## src/rtl/core_sequencer.sv

```systemverilog
// Multi-cycle fetch/decode/execute/memory/writeback sequencer for the tiny-riscv core.
// Strobes are combinational from the state register; state and counters are registered.
module core_sequencer #(
  parameter int CNT_W = 32
) (
  input  logic             clk,
  input  logic             rst_n,
  input  logic             run,
  output logic             imem_req_valid,
  input  logic             imem_req_ready,
  input  logic             imem_rsp_valid,
  output logic             ir_load,
  input  logic             is_load_op,
  input  logic             is_store_op,
  input  logic             is_br_type,
  input  logic             is_jump_op,
  input  logic             is_writeback,
  input  logic             br_taken,
  output logic             dmem_req_valid,
  output logic             dmem_req_we,
  input  logic             dmem_req_ready,
  input  logic             dmem_rsp_valid,
  output logic             rf_we,
  output logic             pc_we,
  output logic             pc_sel,
  output logic             retire,
  output logic [2:0]       state_o,
  output logic [CNT_W-1:0] cycle_cnt,
  output logic [CNT_W-1:0] instret_cnt
);

  typedef enum logic [2:0] {
    IDLE       = 3'd0,
    FETCH      = 3'd1,
    FETCH_WAIT = 3'd2,
    DECODE     = 3'd3,
    EXECUTE    = 3'd4,
    MEM_REQ    = 3'd5,
    MEM_WAIT   = 3'd6
  } state_t;

  state_t state_q, state_d;
  logic   is_mem;

  assign is_mem  = is_load_op | is_store_op;
  assign state_o = state_q;

  always_ff @(posedge clk or negedge rst_n) begin
    if (!rst_n) state_q <= IDLE;
    else        state_q <= state_d;
  end

  always_comb begin
    state_d        = state_q;
    imem_req_valid = 1'b0;
    ir_load        = 1'b0;
    dmem_req_valid = 1'b0;
    dmem_req_we    = 1'b0;
    rf_we          = 1'b0;
    pc_we          = 1'b0;
    pc_sel         = 1'b0;
    retire         = 1'b0;
    case (state_q)
      IDLE: if (run) state_d = FETCH;
      FETCH: begin
        imem_req_valid = 1'b1;
        if (imem_req_ready) state_d = FETCH_WAIT;
      end
      FETCH_WAIT: if (imem_rsp_valid) begin
        ir_load = 1'b1;
        state_d = DECODE;
      end
      DECODE: state_d = EXECUTE;
      EXECUTE: begin
        if (is_mem) begin
          state_d = MEM_REQ;
        end else begin
          rf_we   = is_writeback;
          pc_we   = 1'b1;
          pc_sel  = is_jump_op | (is_br_type & br_taken);
          retire  = 1'b1;
          state_d = run ? FETCH : IDLE;
        end
      end
      MEM_REQ: begin
        dmem_req_valid = 1'b1;
        // A load+store decode collision resolves to a load.
        dmem_req_we    = is_store_op & ~is_load_op;
        if (dmem_req_ready) state_d = MEM_WAIT;
      end
      MEM_WAIT: if (dmem_rsp_valid) begin
        rf_we   = is_load_op & is_writeback;
        pc_we   = 1'b1;
        retire  = 1'b1;
        state_d = run ? FETCH : IDLE;
      end
      default: state_d = IDLE;
    endcase
  end

  always_ff @(posedge clk or negedge rst_n) begin
    if (!rst_n) begin
      cycle_cnt   <= '0;
      instret_cnt <= '0;
    end else begin
      if (state_q != IDLE) cycle_cnt   <= cycle_cnt + CNT_W'(1);
      if (retire)          instret_cnt <= instret_cnt + CNT_W'(1);
    end
  end

endmodule
```

## config.mk

```make
export PLATFORM = sky130hd
export DESIGN_NAME = core_sequencer
export DESIGN_NICKNAME = d
export VERILOG_FILES = /design/src/rtl/core_sequencer.sv
export SDC_FILE = /design/constraint.sdc
export NUM_CORES = 1
export LEC_CHECK = 0
export BUFFER_PORTS_ARGS = -buffer_cell sky130_fd_sc_hd__buf_2
export CORE_ASPECT_RATIO = 1.1
export CORE_UTILIZATION = 35
export CTS_CLUSTER_SIZE = 30
export DETAILED_ROUTE_END_ITERATION = 7
export PLACE_DENSITY = 0.69
export RECOVER_POWER = 100
export SKIP_CTS_REPAIR_TIMING = 1
export SYNTH_ARGS = -nofsm -noshare
export SYNTH_HDL_FRONTEND = slang
export SYNTH_SLANG_ARGS = --single-unit
```

## constraint.sdc

```tcl
create_clock -name clk -period 4.6 [get_ports clk]
set_input_delay 0.23 -clock clk [delete_from_list [all_inputs] [get_ports clk]]
set_output_delay 0.23 -clock clk [all_outputs]
set_load 0.005 [all_outputs]
```

# [After elaboration in Yosys (flattened, before gate mapping)]
# Index checks and enable logic that the tools add are counted.
[totals] reg_bits=67 rom_bits=0 mem_count=0 wordCells=46 latch_bits=0 inputBits=13 ram_bits=0
[classes] bitwise_logic=6 n_reduce_logical=3 magnitude_cmp=0 n_div=0 eq_ne=11 addsub=2 mux=21 shifts=0 mul=0
[ops] op="$add 32x1->32 const B" n=2
[ops] op="$pmux 3 s7" n=1
[ops] op="$mux 3" n=6
[ops] op="$mux 1" n=12
[ops] op="$ne 2x2->1 const B" n=5
[ops] op="$eq 3x3->1 const B" n=3
[ops] op="$eq 3x2->1 const B" n=2
[ops] op="$reduce_and 5->1" n=1
[ops] op="$pmux 1 s2" n=2
[ops] op="$and 1x1->1" n=3
[ops] op="$eq 3x1->1 const B" n=1
[ops] op="$logic_not 3->1" n=1
[ops] op="$reduce_bool 3->1" n=1
[ops] op="$or 1x1->1" n=2
[ops] op="$not 1->1" n=1

# [Longest topological paths before layout]
# Gate-level depths: netlist of the first run.
[depth] depth_word=4 ltp_mapped=6 ltp_nobuf=5

# [Worst setup path before layout of the first run]
# No wires, ideal clock.
[synth_path] path_kind="register to register" from="reg state_q[1], in the netlist state_o[1]" to="reg instret_cnt[1]" required_time_ns=4.475 slack_ns=2.846 synth_period_minus_slack_ns=1.754 n_path_buf=0 t_arrival_ns=1.629 path_stages_with_launch=4 setup_time_ns=0.125 path_cell_list="dfrtp_1 -> or3_4 -> a21oi_1 -> mux2_2"
[synth_between] elab_chain_len=2
[synth_lines] item="from (decl)" line_no="42" rtl="state_t state_q, state_d;"
[synth_lines] item="from (signal assigned)" line_no="50" rtl="else state_q <= state_d;"
[synth_lines] item="$eq 3x3->1"
[synth_lines] item="$pmux 1 s2 (*)"
[synth_lines] item="net pc_we" line_no="24" rtl="output logic pc_we,"
[synth_lines] item="to (signal assigned)" line_no="107" rtl="if (retire) instret_cnt <= instret_cnt + CNT_W'(1);"
[synth_lines] item="to (decl)" line_no="29" rtl="output logic [CNT_W-1:0] instret_cnt"
# Mark *: on every way through the listed nets, which the timed path passes. The rest lies on a longest branch.
# A chain may end at the register's enable or synchronous reset.

# [Final worst setup path of the first run]
[layout_path] from="reg state_q[1], in the netlist state_o[1]" to="reg instret_cnt[24]"
[layout_between] elab_chain_len=2
[layout_lines] item="$eq 3x3->1" line_no="63" rtl="case (state_q)"
[layout_lines] item="$pmux 1 s2 (*)" line_no="63"
# Mark *: on every way between the ends. The rest lies on a longest branch, timed or not.

==> flow_summary.yaml, run 1 <==
power_and_ir_drop:
  power.leakage_nw: 1.77
  swShare_pct: 29.9
  cell_internal_pwr_mw: 1.13
  seqPwrFrac_pct: 46.8
  total_power_mw: 1.61
  comb_power_share_pct: 18.5
  peakVddDrop_mv: 0.224
  clock_power_share_pct: 34.8
  power_density_nw_per_um2: 413
  p_sw_mw: 0.482
status:
  status: "finished, violations left"
  violations: "max-capacitance violations, max-slew violations"
final_layout:
  drive_above_1_share_pct: 18.7
  diodes: 0
  final_common_cell: "dfrtp_1"
  final_cell_mix: "dfrtp_1 (67), xnor2_1 (55), buf_2 (48), nand4_1 (35), clkbuf_1 (34)"
  fillCellCount: 881
  area_growth_pct: 20.6
  final_nets: 395
  design_area_um2: 3900
logic_synthesis:
  yosysTopAreaCell: "dfrtp_1"
  syn_area_um2: 3240
  synthSimpleGateAreaFrac_pct: 23.5
  ys_ff_latch: 67
  yosysUniqueCellTypes: 37
  synthFlopType: "dfrtp_1"
  syn_inst: 290
  synth_compound_area_share_pct: 3.59
  synth_edf_count: 0
  postSynthAreaPerCell_um2: 11.2
  synthXorXnorAreaFrac_pct: 17.0
  async_flop_share_pct: 100
  synth_top_family_by_area: "simple AND/OR/NAND/NOR gates"
  yosys_warnings: 0
  synth.area.mux_share_pct: 1.01
  ys_seq_area_share_pct: 51.8
  yosysTopAreaCellShare_pct: 51.8
  synth_area_leaders: "dfrtp_1 (52%), xnor2_1 (15%), nand4_1 (6.8%)"
  synth_fa_ha_area_share_pct: 0.773
  synth_fp_nets: 305
place:
  place_ws_ps: 2390
  place.gp.congestion: 0.770
  portBuffers: 87
  hpwl_um: 4990
  placed_area_um2: 3760
global_routing:
  grt_max_degree: 68
  grt_pass1_vias: 2419
  grt_use_total_pct: 15.5
  grt-ovfl-total: 0
  grt_pass1_wl_um: 11600
  grt_antenna_before_repair: 0
drt:
  via_per_inst: 5.14
  wl_met3_um: 385
  wl_met1_um: 3190
  drc: 0
  routed_wl_um: 7170
  drt-pass1-iter-count: 4
  routedWlPerCell_um: 14.4
  wl_met2_um: 3420
  vias: 2563
  detail-route-antenna-nets: 0
  routed.top_layer: "met4"
  drt_iter0_drc: 109
die:
  die_area_um2: 9640
  ios: 88
  die_x_um: 93.7
  die_height_um: 103
  rows: 36
  core_um2: 8920
  start_util_pct: 36.3
timing:
  final-max-slew-violation-count: 30
  fin_setup_tns_ps: 0
  fmax_mhz: 317
  hold_violations: 0
  rsz0062_at_grt: "false"
  relSlewSlack_pct: -27.4
  finClkSkew_ps: 9.05
  worst_pin_slew_ps: 1900
  fin_ws_ps: 1440
  period_share_pct: 68.7
  hold-worst-slack_ps: 66.1
  finalSetupViolCount: 0
  period_minus_slack_ps: 3160
clocking:
  cts.sinks: 67
  cts-buffers-inserted: 9
  path_clk_slew_ps: 70
  cts_root_buf: "clkbuf_8"
  clockBufferDepth: 2
  h-tree-depth: 3
  clock_latency_ps: 350
  cts_tree: "yes"
critical_path:
  critPathKind: "reg -> reg"
  r2r_setup_slack_ps: 1440
  cp.arrival_ps: 3390
  worstSetupEndpointType: "flip-flop"
  reg2reg_depth: 4
  critPathLaunchType: "flip-flop"
  crit_fanout: 14
  cp.required_ps: 4840
worst_hold_path:
  hp-class: "in -> async"
flow_run:
  maxCapViolations: 2
[final timing paths]
check	start	to
min in group clk	dmem_req_ready	state_o[1]$_DFFE_PN0P_
max in group asynchronous	rst_n	instret_cnt[0]$_DFFE_PN0P_
min reg2reg	instret_cnt[31]$_DFFE_PN0P_	instret_cnt[31]$_DFFE_PN0P_
max	state_o[1]$_DFFE_PN0P_	instret_cnt[24]$_DFFE_PN0P_
min	rst_n	cycle_cnt[30]$_DFFE_PN0P_
max reg2reg	state_o[1]$_DFFE_PN0P_	instret_cnt[24]$_DFFE_PN0P_
[worst max-delay path, cell delays in order, from the launching register on]
cell	delay, ps
dfrtp_1	530
or3_1	460
a211oi_1	1520
nand4_1	300
xnor2_1	230
[cell usage after synthesis, types with 3 or more instances]
master / count
dfrtp_1: 67
xnor2_1: 55
nand4_1: 35
nand3_1: 22
nand2_1: 20
and3_1: 14
nor2_1: 8
xor2_1: 8
nor3_1: 7
and2_1: 6
buf_2: 5
nand2b_1: 4
inv_1: 3
nor4_1: 3
[logic make-up (layout without fill, tap and decap cells)]
group                    count (synthesis)  in the layout
multiplexers                             3              3
AND/OR/NAND/NOR                        130            130
buffers and inverters                   12            107
flip-flops                              67             67
AO/OA/AOI/OAI                           13             13
XOR/XNOR                                63             63
adder cells (fa/ha/maj)                  2              2
[power groups by stage]
| stage | clock [mW] | sequential [mW] | combinational (mW) |
|---|---|---|---|
| 2_1_floorplan | 0 | 0.727 | 0.226 |
| 3_3_place_gp | 0 | 0.757 | 0.314 |
| 3_5_place_dp | 0 | 0.764 | 0.324 |
| 4_1_cts | 0.572 | 0.753 | 0.327 |
| 5_1_grt | 0.597 | 0.768 | 0.329 |
| 6_report | 0.560 | 0.753 | 0.297 |
[through the flow]
| step | cells | utilization (%) |
|---|---|---|
| final | 499 | 43.8 |
| after detailed placement | 483 | 42.2 |
| after floorplan | 290 | - |
| after CTS | 499 | 44.7 |
| after global placement | 483 | 42.2 |
| after global routing | 499 | 43.8 |
[area by class of cell]
type | count | area, um2 | area share [%]
clock buffer | 12 | 155 | 3.98
clock inverter | 4 | 72.6 | 1.86
inverter | 3 | 11.3 | 0.289
multi-input combinational | 211 | 1450 | 37.0
sequential | 67 | 1680 | 43.0
tap | 114 | 143 | 3.66
timing repair buffer | 88 | 399 | 10.2
[metal layers]
layer  GRT usage (%)  vias up
met5               0        -
met4            8.99        0
met3            3.39       15
met2            24.5       75
met1            19.5     1255
li1                -     1218
[state kept, by name (all words and copies together) (netlist names)]
register and cells:
cycle_cnt 32, instret_cnt 32, state_o 3
Note: power is estimated with default switching activity, not from simulation.
==> inputs of run 2 (changes only) <==
- PLACE_DENSITY: 0.69 -> 0.71
- clock period: 4.6 -> 2.7 ns (I/O delays scaled with it)
==> run 2 against run 1 <==
The flow still finishes with violations (max-capacitance violations, max-slew violations). Clock skew shrank 2.6 ps. Sequential power grew 70%. Clock power grew 52%. Flip-flop and latch count is the same. Count of clock-buffer cells in the layout is the same. Setup slack lost 1200 ps. Design area grew 0.38%. Core utilization grew 0.17 points. Worst hold slack lost 44 ps. Cell count grew 0.40%. Register-to-register slack lost 950 ps. Non-clock buffer count grew 4. Largest power group unchanged.
==> flow_summary.yaml, run 2 (same netlist as run 1, synthesis figures left out) <==
status:
  status: "finished, violations left"
  violations: "max-capacitance violations, max-slew violations"
timing:
  relSlewSlack_pct: -18.8
  fin_setup_tns_ps: 0
  worst_pin_slew_ps: 1780
  finClkSkew_ps: 6.43
  fmax_mhz: 414
  period_minus_slack_ps: 2410
  final-max-slew-violation-count: 66
  finalSetupViolCount: 0
  rsz0062_at_grt: "false"
  fin_ws_ps: 287
  hold_violations: 0
  period_share_pct: 89.4
critical_path:
  reg2reg_depth: 5
  crit_fanout: 14
  r2r_setup_slack_ps: 490
  r2r_end: "cycle_cnt[14]$_DFFE_PN0P_"
  critPathKind: "reg -> out"
  cp.arrival_ps: 2280
  worstSetupEndpointType: "output pin"
  r2r_start: "state_o[2]$_DFFE_PN0P_"
  critPathLaunchType: "flip-flop"
  cp.required_ps: 2570
worst_hold_path:
  worst_hold_path.num_cells: 3
  hp-class: "in -> reg"
  worstHoldStart: "dmem_req_ready"
  whs_endpoint: "state_o[1]$_DFFE_PN0P_"
power_and_ir_drop:
  comb_power_share_pct: 19.4
  swShare_pct: 30.2
  p_sw_mw: 0.800
  power.leakage_nw: 1.76
  cell_internal_pwr_mw: 1.84
  power_density_nw_per_um2: 675
  clock_power_share_pct: 32.1
  peakVddDrop_mv: 0.395
  seqPwrFrac_pct: 48.5
die:
  die_x_um: 93.7
  start_util_pct: 36.3
  core_um2: 8920
  ios: 88
  die_height_um: 103
  die_area_um2: 9640
  rows: 36
clocking:
  cts_tree: "yes"
  cts-buffers-inserted: 9
  cts_root_buf: "clkbuf_8"
  clockBufferDepth: 2
  clock_latency_ps: 340
  path_clk_slew_ps: 60
  h-tree-depth: 3
  cts.sinks: 67
final_layout:
  area_growth_pct: 21.0
  final_nets: 399
  final_util_pct: 43.9
  fin_cells: 501
  final_common_cell: "dfrtp_1"
  multi_input_area_um2: 1480
  final_cell_mix: "dfrtp_1 (67), xnor2_1 (55), buf_2 (45), clkbuf_1 (44), nand4_1 (35)"
  drive_above_1_share_pct: 17.6
  fillCellCount: 885
  diodes: 0
  seq_area_um2: 1680
global_routing:
  grt_pass1_wl_um: 11000
  grt_pass1_vias: 2401
  grt_use_total_pct: 14.9
  grt_antenna_before_repair: 0
  grt_max_degree: 36
  grt-ovfl-total: 0
drt:
  drt-pass1-iter-count: 4
  routed_wl_um: 6890
  via_per_inst: 5.07
  detail-route-antenna-nets: 0
  drc: 0
  drt_iter0_drc: 58
  routedWlPerCell_um: 13.8
  vias: 2541
place:
  dp.cells: 486
  portBuffers: 87
  place_ws_ps: 574
  hpwl_um: 4960
  place.gp.congestion: 0.801
flow_run:
  maxCapViolations: 2
-- run 2: per-stage QoR --
step | hold WS, ps | area (um2) | power, mW
finish | 22.2 | 3920 | 2.64
global route | 16.6 | 3920 | 2.80
detailed placement | -53.1 | 3780 | 1.85
global placement | -56.2 | 3780 | 1.83
CTS | -430 | 3980 | 2.72
floorplan | -161 | 3240 | 1.62
-- run 2: area by class of cell --
class / count / area share (%)
inverter: 3 / 0.287
sequential: 67 / 42.8
clock inverter: 2 / 0.894
tap: 114 / 3.64
timing repair buffer: 92 / 10.5
clock buffer: 12 / 4.22
multi-input combinational: 211 / 37.7
-- run 2: power by group through the flow --
stage | combinational (mW) | clock, mW | sequential (mW)
3_3_place_gp | 0.549 | 0 | 1.28
3_5_place_dp | 0.556 | 0 | 1.30
6_report | 0.513 | 0.849 | 1.28
5_1_grt | 0.586 | 0.907 | 1.30
2_1_floorplan | 0.385 | 0 | 1.24
4_1_cts | 0.559 | 0.876 | 1.28
-- run 2: metal layers --
layer,GRT usage (%),up-vias,wire (um)
li1,-,1223,-
met1,19.5,1239,3130
met2,22.6,64,3250
met3,3.76,15,334
met4,8.52,0,179
met5,0,-,0
-- run 2: how the worst max path moves through the flow --
stage | startpoint | end | slack, ps | depth (start not counted)
global placement | state_o[1]$_DFFE_PN0P_ | instret_cnt[29]$_DFFE_PN0P_ | 620 | 4
floorplan | state_o[1]$_DFFE_PN0P_ | instret_cnt[1]$_DFFE_PN0P_ | 950 | 3
finish | state_o[1]$_DFFE_PN0P_ | rf_we | 290 | 4
detailed placement | state_o[1]$_DFFE_PN0P_ | instret_cnt[13]$_DFFE_PN0P_ | 570 | 4
CTS | state_o[1]$_DFFE_PN0P_ | rf_we | 300 | 4
global route | state_o[1]$_DFFE_PN0P_ | rf_we | 100 | 4
-- run 2: worst max-delay path, stage by stage (launching register included) --
cell and delay (ps):
dfrtp_1 520, or3_1 540, a21oi_1 530, and3_1 240, buf_2 110
==> inputs of run 3 (changes only) <==
- MAX_ROUTING_LAYER: unset -> met4
==> run 3 against run 2 <==
The run still ends with max-capacitance violations, max-slew violations left. Power hardly changed. Die area did not move. Flip-flop and latch count did not move. Worst hold slack lost 0.71 ps. Critical path type unchanged. Largest cell class unchanged.
==> flow_summary.yaml, run 3 (same netlist as run 1, synthesis figures left out) <==
status:
  status: "finished, violations left"
  violations: "max-capacitance violations, max-slew violations"
place:
  place.gp.congestion: 0.812
  hpwl_um: 4960
  portBuffers: 87
  placed_area_um2: 3780
final_layout:
  drive_above_1_share_pct: 17.6
  final_common_cell: "dfrtp_1"
  diodes: 0
  area_growth_pct: 21.0
  fillCellCount: 885
  final_nets: 399
  design_area_um2: 3920
  final_cell_mix: "dfrtp_1 (67), xnor2_1 (55), buf_2 (45), clkbuf_1 (44), nand4_1 (35)"
critical_path:
  critical-path-max-stage-delay_ps: 540
  cp_slowest_cell: "or3_1"
  critPathLaunchType: "flip-flop"
  crit_fanout: 14
  path_cells: "or3_1 -> a21oi_1 -> and3_1 -> buf_2"
  cp.required_ps: 2570
  cp.arrival_ps: 2280
  critPathKind: "reg -> out"
  cp_num_buf_inv: 1
  worstSetupEndpointType: "output pin"
  cp_top_family: "simple AND/OR/NAND/NOR gates"
timing:
  finClkSkew_ps: 6.32
  finalSetupViolCount: 0
  rsz0062_at_grt: "false"
  fmax_mhz: 414
  fin_setup_tns_ps: 0
  relSlewSlack_pct: -18.8
  period_share_pct: 89.4
  worst_pin_slew_ps: 1780
  period_minus_slack_ps: 2410
  hold_violations: 0
  final-max-slew-violation-count: 66
clocking:
  clockBufferDepth: 2
  cts.sinks: 67
  cts-buffers-inserted: 9
  h-tree-depth: 3
  cts_tree: "yes"
  clock_latency_ps: 340
  path_clk_slew_ps: 60
  cts_root_buf: "clkbuf_8"
global_routing:
  grt_use_met2_pct: 22.6
  use_met1_pct: 19.7
  grt_pass1_wl_um: 11000
  grt_antenna_before_repair: 0
  grt_max_degree: 36
  grt_use_total_pct: 15.4
  top_usage_layer: "met2"
  use_met3_pct: 3.32
  grt_pass1_vias: 2403
  grt-ovfl-total: 0
power_and_ir_drop:
  cell_internal_pwr_mw: 1.84
  power_density_nw_per_um2: 675
  seqPwrFrac_pct: 48.5
  clock_power_share_pct: 32.1
  comb_power_share_pct: 19.4
  swShare_pct: 30.2
  peakVddDrop_mv: 0.396
  p_sw_mw: 0.799
  power.leakage_nw: 1.76
drt:
  detail-route-antenna-nets: 0
  routedWlPerCell_um: 13.8
  vias: 2551
  drc: 0
  routed_wl_um: 6900
  via_per_inst: 5.09
  drt_iter0_drc: 56
  drt-pass1-iter-count: 4
flow_run:
  maxCapViolations: 2
die:
  ios: 88
  die_area_um2: 9640
  start_util_pct: 36.3
  core_um2: 8920
  die_x_um: 93.7
  die_height_um: 103
  rows: 36
worst_hold_path:
  hp-class: "in -> reg"
run 3: stage by stage:
stage	setup slack (ps)	instances	hold slack [ps]	power, mW	utilization [%]
2_1_floorplan	946	290	-161	1.62	-
3_3_place_gp	622	486	-56.2	1.83	42.4
3_5_place_dp	574	486	-53.1	1.85	42.4
4_1_cts	297	500	-430	2.72	44.7
5_1_grt	95.5	501	16.6	2.79	43.9
6_report	286	501	21.5	2.64	43.9
run 3: routing by layer:
metal / vias up / share of wire [%]
met5: - / 0
met4: 0 / 2.7
met3: 18 / 4.4
met2: 73 / 47
met1: 1239 / 46
li1: 1221 / -
run 3: worst register-to-register path, delay by kind of cell (launching register included):
| family | cells | cell delay (ps) |
|---|---|---|
| buffers and inverters | 1 | 160 |
| AO/OA/AOI/OAI | 1 | 140 |
| AND/OR/NAND/NOR | 2 | 1020 |
| XOR/XNOR | 1 | 220 |
| flip-flops | 1 | 590 |
run 3: power groups by stage:
stage	logic [mW]	registers, mW	clock network [mW]
after floorplan	0.385	1.24	0
after global placement	0.549	1.28	0
after detailed placement	0.556	1.30	0
after CTS	0.559	1.28	0.876
after global routing	0.585	1.30	0.907
final	0.513	1.28	0.847
run 3: final timing paths:
| path | startpoint | end | slack, ps | cells after the start |
|---|---|---|---|---|
| min reg2reg | cycle_cnt[31]$_DFFE_PN0P_ | cycle_cnt[31]$_DFFE_PN0P_ | 470 | 1 |
| min | dmem_req_ready | state_o[1]$_DFFE_PN0P_ | 20 | 3 |
| max reg2reg | state_o[2]$_DFFE_PN0P_ | cycle_cnt[14]$_DFFE_PN0P_ | 490 | 5 |
| max | state_o[1]$_DFFE_PN0P_ | rf_we | 290 | 4 |
| min in group asynchronous | rst_n | instret_cnt[21]$_DFFE_PN0P_ | 150 | 2 |
| max in group asynchronous | rst_n | cycle_cnt[26]$_DFFE_PN0P_ | 610 | 3 |
run 3: cell type report:
cell class / count / area (um2) / share of cell area, %
Timing Repair Buffer: 92 / 410 / 10.5
Tap cell: 114 / 143 / 3.64
Multi-Input combinational cell: 211 / 1480 / 37.7
Inverter: 3 / 11.3 / 0.287
Clock buffer: 12 / 165 / 4.22
Clock inverter: 2 / 35.0 / 0.894
Sequential cell: 67 / 1680 / 42.8
